File: config.mk
export PLATFORM = sky130hd
export DESIGN_NAME = score_tracker
export DESIGN_NICKNAME = d
export VERILOG_FILES = /design/src/rtl/score_tracker.sv
export SDC_FILE = /design/constraint.sdc
export NUM_CORES = 1
export LEC_CHECK = 0
export CAP_MARGIN = 20
export CORE_ASPECT_RATIO = 0.9
export CORE_MARGIN = 5
export CORE_UTILIZATION = 35
export CTS_BUF_LIST = sky130_fd_sc_hd__clkbuf_8
export CTS_CLUSTER_SIZE = 12
export DETAILED_ROUTE_END_ITERATION = 8
export PLACE_DENSITY = 0.59
export SKIP_LAST_GASP = 1
export SLEW_MARGIN = 20
export SYNTH_ARGS = -nofsm -noshare
export SYNTH_HDL_FRONTEND = slang
export SYNTH_SLANG_ARGS = --single-unit
File: constraint.sdc
create_clock -name clk -period 20.5 [get_ports clk]
set_input_delay 5.125 -clock clk [delete_from_list [all_inputs] [get_ports clk]]
set_output_delay 5.125 -clock clk [all_outputs]
set_load 0.02 [all_outputs]
File: src/rtl/score_tracker.sv
// Purpose  : BCD game score counter with auto-tick, bonus add, saturation and session high score.
// Latency  : all outputs registered or decoded from the state register; inputs act on the next edge.
// Backpress: none; start/pause/gameover are levels and bonus is a single-cycle pulse.
//
// Ports:
//   clk, reset         system clock; synchronous active-high reset
//   start              level; begins a new round from IDLE or OVER
//   pause              level; freezes scoring and the tick counter while high
//   gameover           level; ends the round (RUN or PAUSE -> OVER)
//   bonus              single-cycle pulse; +10 points while running
//   score_bcd          current score, DIGITS BCD digits, digit 0 in [3:0]
//   high_bcd           session high score
//   running / over     decoded RUN / OVER state
//   new_high           last finished round raised the high score
//
// Optional feature: define SCORE_TRACKER_HIGHSCORE_EN to build the high-score
// register, comparator and new_high flag; otherwise both outputs are tied to 0.

module score_tracker #(
   parameter int DIGITS   = 6,
   parameter int TICK_DIV = 25_000_000
) (
   input  logic                  clk,
   input  logic                  reset,
   input  logic                  start,
   input  logic                  pause,
   input  logic                  gameover,
   input  logic                  bonus,
   output logic [4*DIGITS-1:0]   score_bcd,
   output logic [4*DIGITS-1:0]   high_bcd,
   output logic                  running,
   output logic                  over,
   output logic                  new_high
);

   localparam int CW = (TICK_DIV > 1) ? $clog2(TICK_DIV) : 1;
   localparam logic [CW-1:0] TICK_LAST = CW'(TICK_DIV - 1);

   typedef enum logic [1:0] {
      S_IDLE  = 2'd0,
      S_RUN   = 2'd1,
      S_PAUSE = 2'd2,
      S_OVER  = 2'd3
   } state_t;

   state_t                state, state_nxt;
   logic [CW-1:0]         tick_cnt;
   logic                  new_round;   // entering RUN from IDLE or OVER
   logic                  score_en;    // RUN cycle that actually scores
   logic                  tick;
   logic [4*DIGITS-1:0]   sum_bcd;
   logic [4*DIGITS-1:0]   nines;
   logic                  sum_ovf;

   // ---------------------------------------------------------------
   // State machine
   // ---------------------------------------------------------------
   always_ff @(posedge clk) begin
      if (reset) state <= S_IDLE;
      else       state <= state_nxt;
   end

   always_comb begin
      state_nxt = state;
      new_round = 1'b0;
      score_en  = 1'b0;
      case (state)
         S_IDLE: begin
            if (start) begin
               state_nxt = S_RUN;
               new_round = 1'b1;
            end
         end
         S_RUN: begin
            // gameover wins over pause; a scoring event on the ending edge is dropped
            if (gameover)   state_nxt = S_OVER;
            else if (pause) state_nxt = S_PAUSE;
            else            score_en  = 1'b1;
         end
         S_PAUSE: begin
            if (gameover)    state_nxt = S_OVER;
            else if (!pause) state_nxt = S_RUN;
         end
         S_OVER: begin
            if (start) begin
               state_nxt = S_RUN;
               new_round = 1'b1;
            end
         end
         default: state_nxt = S_IDLE;
      endcase
   end

   assign running = (state == S_RUN);
   assign over    = (state == S_OVER);

   // ---------------------------------------------------------------
   // Tick divider: only advances on scoring RUN cycles, so a pause
   // preserves the phase of the interrupted period.
   // ---------------------------------------------------------------
   assign tick = score_en && (tick_cnt == TICK_LAST);

   always_ff @(posedge clk) begin
      if (reset)          tick_cnt <= '0;
      else if (new_round) tick_cnt <= '0;
      else if (score_en)  tick_cnt <= tick ? '0 : tick_cnt + 1'b1;
   end

   // ---------------------------------------------------------------
   // BCD adder: tick injects +1 at digit 0, bonus +1 at digit 1.
   // A carry out of the top digit (or a bonus with a single digit)
   // means the result no longer fits, so the score saturates.
   // ---------------------------------------------------------------
   always_comb begin
      logic       c;
      logic [4:0] dsum;
      sum_bcd = '0;
      nines   = '0;
      c       = 1'b0;
      dsum    = '0;
      for (int i = 0; i < DIGITS; i++) begin
         dsum = {1'b0, score_bcd[4*i +: 4]} + {4'd0, c};
         if (i == 0) dsum = dsum + {4'd0, tick};
         if (i == 1) dsum = dsum + {4'd0, bonus};
         if (dsum > 5'd9) begin
            sum_bcd[4*i +: 4] = 4'(dsum - 5'd10);
            c = 1'b1;
         end else begin
            sum_bcd[4*i +: 4] = dsum[3:0];
            c = 1'b0;
         end
         nines[4*i +: 4] = 4'd9;
      end
      sum_ovf = c | ((DIGITS == 1) & bonus);
   end

   always_ff @(posedge clk) begin
      if (reset)
         score_bcd <= '0;
      else if (new_round)
         score_bcd <= '0;
      else if (score_en && (tick || bonus))
         score_bcd <= sum_ovf ? nines : sum_bcd;
   end

   // ---------------------------------------------------------------
   // Session high score, captured on the edge that enters OVER.
   // Packed BCD compares correctly as an unsigned binary vector.
   // ---------------------------------------------------------------
`ifdef SCORE_TRACKER_HIGHSCORE_EN
   logic end_round;

   assign end_round = gameover && ((state == S_RUN) || (state == S_PAUSE));

   always_ff @(posedge clk) begin
      if (reset) begin
         high_bcd <= '0;
         new_high <= 1'b0;
      end else if (new_round) begin
         new_high <= 1'b0;
      end else if (end_round && (score_bcd > high_bcd)) begin
         high_bcd <= score_bcd;
         new_high <= 1'b1;
      end
   end
`else
   assign high_bcd = '0;
   assign new_high = 1'b0;
`endif

endmodule

Word level (Yosys, flattened, before mapping). Index checks and enable logic that the tools add are counted.

Register bits after elaboration: 51.

Reduce and logical (&&, ||, !) cells: 7. Muxes and demuxes: 25. $lt $le $gt $ge: 6. Add/subtract/negate cells: 14. Equality and inequality tests: 7.

Operators with widths (number): $add 4x1->5 (6); $gt 5x4->1 const B (6); $add 25x1->25 const B (1); $eq 25x25->1 const B (1); $mux 25 (1); $mux 24 (1); $mux 4 (6); $sub 4x4->4 const B (6); $mux 1 (11); $mux 2 (5); $ne 3x3->1 const B (2); $pmux 2 s3 (1); $add 5x1->5 (1); $eq 2x2->1 const B (2); $reduce_or 2->1 (2); $reduce_and 3->1 (1); $eq 2x1->1 const B (1); $logic_and 1x1->1 (2); $logic_not 2->1 (1); $ne 2x1->1 const B (1); $logic_or 1x1->1 (1).

Depth between registers and ports, before layout.
Word-level depth: 24. Depth in mapped cells: 42.

Worst setup path after synthesis. OpenSTA, ideal clock, no wires.

Path type: input-to-reg. Start point: in gameover. End point: reg score_bcd[10]. Stages: 39. Path slack: 7235 ps. Buffers on the path: 1. Data required time: 20427 ps. Library setup time: 73 ps. Data arrival time: 13192 ps. Cell sequence: nor3b_4 > nand3_4 > nor3_1 > ha_1 > ha_1 > nand2b_1 > or3_1 > o21ai_0 > a2111oi_0 > a31oi_1 > fa_1 > inv_1 > ha_1 > inv_1 > a21boi_0 > o22ai_1 > inv_1 > ha_1 > [... 3 more ...] > a2bb2oi_1 > ha_1 > ha_1 > o21ai_0 > or2_2 > a2bb2oi_1 > ha_1 > ha_1 > o21ai_0 > or2_2 > a2bb2oi_1 > ha_1 > nand2_1 > nor4bb_1 > nor3_1 > or4_1 > buf_2 > o22ai_2.

Word-level cells in the longest chain between the ends: 23.

RTL lines: from (decl) (RTL line 27) `input logic gameover,`; $mux 1 (*) (RTL line 76) `if (gameover) state_nxt = S_OVER;`; $mux 1 (*) (RTL line 67) `case (state)`; $logic_and 1x1->1 (RTL line 101) `assign tick = score_en && (tick_cnt == TICK_LAST);`; $add 4x1->5 (RTL line 123) `if (i == 0) dsum = dsum + {4'd0, tick};`; $gt 5x4->1 (RTL line 125) `if (dsum > 5'd9) begin`; $mux 1 (RTL line 125); $add 4x1->5 (RTL line 122) `dsum = {1'b0, score_bcd[4*i +: 4]} + {4'd0, c};`; $add 5x1->5 (RTL line 124) `if (i == 1) dsum = dsum + {4'd0, bonus};`; [... 7 more ...]; $mux 1 (RTL line 125); $add 4x1->5 (RTL line 122); $gt 5x4->1 (RTL line 125); $mux 1 (RTL line 125); $add 4x1->5 (RTL line 122); $gt 5x4->1 (RTL line 125); $mux 1 (RTL line 125); $mux 24 (RTL line 143) `score_bcd <= sum_ovf ? nines : sum_bcd;`; to (signal assigned) (RTL line 143); to (decl) (RTL line 29) `output logic [4*DIGITS-1:0] score_bcd,`.

Every way passes the cells marked *; elsewhere a longest branch is shown, timed or not. A chain may end at the register's enable or synchronous reset.

Final worst setup path.
Start point: in gameover. End point: reg score_bcd[5].

Same word-level chain as after synthesis.

==> run_results.csv <==
group,metric,value,unit
placed_design,gp_congestion,0.796,
timing,fin_tns_setup,0,ps
logic_synthesis,synth_area,3410,sq um
grt,grt_max_degree,24,
setup_path,ff2ff_path_depth,40,
setup_path,crit_fanout,19,
placed_design,hpwl,5560,um
power_and_ir_drop,p_per_area,58.6,nW/um^2
setup_path,crit_arrival,15330,ps
logic_synthesis,ys_ff_latch,51,
setup_path,crit_top_cell,"ha_1",
clock_network,cts_root_buf,"clkbuf_8",
floorplanning,die_x,114,um
routing,vias_per_cell,5.18,
setup_path,worstReg2RegStart,"state[1]",
routing,vias,2878,
floorplanning,rows,34,
cells_and_area,syn2layout_area_growth,12.9,%
setup_path,worstSetupStartpointType,"input port",
timing,slew_viol_final,0,
clock_network,cts.clk_slew.worst_paths,100,ps
clock_network,clock_latency,310,ps
timing,period_needed,15100,ps
logic_synthesis,yosysWarnings,0,
run,drv_cap,0,
floorplanning,ios,57,
hold_path,min_path_cells,2,
floorplanning,coreArea,9610,sq um
logic_synthesis,synth_flop_cell,"dfxtp_1",
setup_path,crit_buf_inv,5,
routing,final_antenna_net_count,0,
hold_path,min_from,"tick_cnt[1]",
timing,setup_viol,0,
logic_synthesis,synth_edf_count,0,
clock_network,cts.sinks,51,
hold_path,min_to,"tick_cnt[1]",
grt,antenna_found_initial,0,
cells_and_area,num_antenna_cells,0,
logic_synthesis,syn_avg_cell_area,8.41,sq um
floorplanning,fp.dieH,104,um
setup_path,critical_path.top_delay_family,"simple AND/OR/NAND/NOR gates",
placed_design,io_buffers,31,
setup_path,worst_setup_path_end_kind,"flop",
cells_and_area,finalNetCount,457,
cells_and_area,final_cells,556,
setup_path,crit_path_top_delay_cell,"nor3b_4",
floorplanning,fp.dieArea,11800,sq um
grt,grt_pass1_vias,2840,
clock_network,h-tree-depth,2,
clock_network,cts_setup_buffers,0,
hold_path,hold_path_class,"reg2reg",
setup_path,cp_data_required_time,20740,ps
clock_network,cts_resized,0,
power_and_ir_drop,ir_drop,0.0000278,V
grt,grt-ovfl-total,0,
routing,detail_route.wl_per_cell,13.9,um
timing,max_freq,66.2,MHz
timing,tightest_slew,863,ps
placed_design,dp_cells,548,
routing,wl,7730,um
timing,finalCritPeriodShare,73.6,%
clock_network,max-clock-path-buffers,2,
logic_synthesis,async_flop_share,0,%
logic_synthesis,synthDistinctLibCells,61,
timing,hold_viol,0,
routing,firstDrtPassIters,4,
setup_path,rrSetupSlack,10090,ps
timing,rsz0062_at_grt,"false",
logic_synthesis,synthCells,406,
power_and_ir_drop,p_leak,1.33,nW
floorplanning,start_util,35.5,%
setup_path,worstSetupPathType,"in2reg",
setup_path,slowest_delay,770,ps
cells_and_area,layout-drive-gt1-share,7.91,%
routing,first_iter_violations,159,
setup_path,regToRegEndpoint,"score_bcd[5]",
logic_synthesis,ys_seq_area_share,29.9,%
routing,drc,0,
grt,grt_use_total,13.4,%
outcome,status,"finished, final reports clean",
clock_network,holdBufCountCts,0,
timing,skew,8.85,ps
grt,grt_pass1_wl,13400,um
clock_network,cts_tree,"done",
clock_network,numCtsBuffers,5,
timing,relSlewSlack,42.0,%
==> worst max-delay path by stage <==
stage / from / to / slack [ps] / cells past startpoint
2_1_floorplan: gameover / score_bcd[10] / 7230 / 39
4_1_cts: gameover / score_bcd[6] / 5440 / 40
5_1_grt: gameover / score_bcd[10] / 4530 / 39
3_5_place_dp: gameover / score_bcd[17] / 5160 / 40
3_3_place_gp: gameover / score_bcd[5] / 5450 / 41
6_report: gameover / score_bcd[5] / 5400 / 39
==> through the flow <==
step	total power, mW	utilization, %	worst slack (ps)	hold WS (ps)	area, sq um
finish	0.226	40.1	5400	480	3850
global route	0.238	40.1	4530	519	3850
CTS	0.229	40.1	5440	487	3850
detailed placement	0.153	38.8	5160	466	3730
global placement	0.153	38.8	5450	458	3730
floorplan	0.144	-	7230	449	3500
==> cell families after synthesis <==
family          count (synthesis)  share of synthesized area (%)
simple gates                  146                           22.9
fa+ha+maj                      22                           8.28
flops                          51                           29.9
other cells                     1                          0.110
compound gates                 87                           18.3
mux                             7                           2.24
xor+xnor                       36                           9.23
buf+inv                        56                           9.05
==> final cells by class <==
| cell class | count | area [sq um] |
|---|---|---|
| inverters | 15 | 56.3 |
| clock buffers | 5 | 68.8 |
| well taps | 126 | 158 |
| fillers | 1000 | 5760 |
| multi-input cells | 323 | 2180 |
| clock inverters | 3 | 47.5 |
| flip-flops and latches | 51 | 1020 |
| repair buffers | 33 | 325 |
==> flip-flops by register name, indices dropped and copies added (netlist names) <==
| register | cells |
|---|---|
| state | 2 |
| score_bcd | 24 |
| tick_cnt | 25 |
==> synth_stat cells (8+ instances only) <==
cell      number  area, sq um
nor3_1        14         70.1
o21ai_0       15         75.1
a21oi_1       21          105
dfxtp_1       51         1020
inv_1         15         56.3
a211oi_1       9         67.6
nand4_1        8         50.1
nand2_1       31          116
clkbuf_1       9         33.8
nand3_1       14         70.1
xor2_1        22          193
buf_4         25          188
ha_1          21          263
nor2_1        36          135
xnor2_1       14          123
==> placed cells by master, fill, tap and decap left out, drive strengths merged, types with 6 or more instances in the layout <==
master,n
a211oi,9
a21oi,21
clkdlybuf4s50,31
conb,25
dfxtp,51
ha,21
inv,16
nand2,31
nand2b,6
nand3,15
nand4,8
nor2,37
nor3,14
nor4,6
o21ai,15
o22ai,11
xnor2,14
xor2,22
==> worst min-delay path: cells and delay by family (launching register included) <==
kind	cells	cell delay [ps]
DFF	1	340
and+or+nand+nor	1	60
AOI/OAI and AO/OA	1	50
==> power by group <==
part	internal (mW)	leakage (nW)	total (mW)	switching (mW)
Clock	0.0371	0.0587	0.0745	0.0374
Combinational	0.0155	0.855	0.0462	0.0307
Sequential	0.102	0.411	0.105	0.00351
==> per-layer routing <==
layer  vias up  routed length [um]  global-route usage (%)
li1       1458                   -                       -
met1      1354                3600                    17.8
met2        60                3700                    22.4
met3         6                 364                    2.51
met4         0                  60                    2.88
met5         -                   0                       0
No activity file was read; power rests on OpenSTA's default activity.
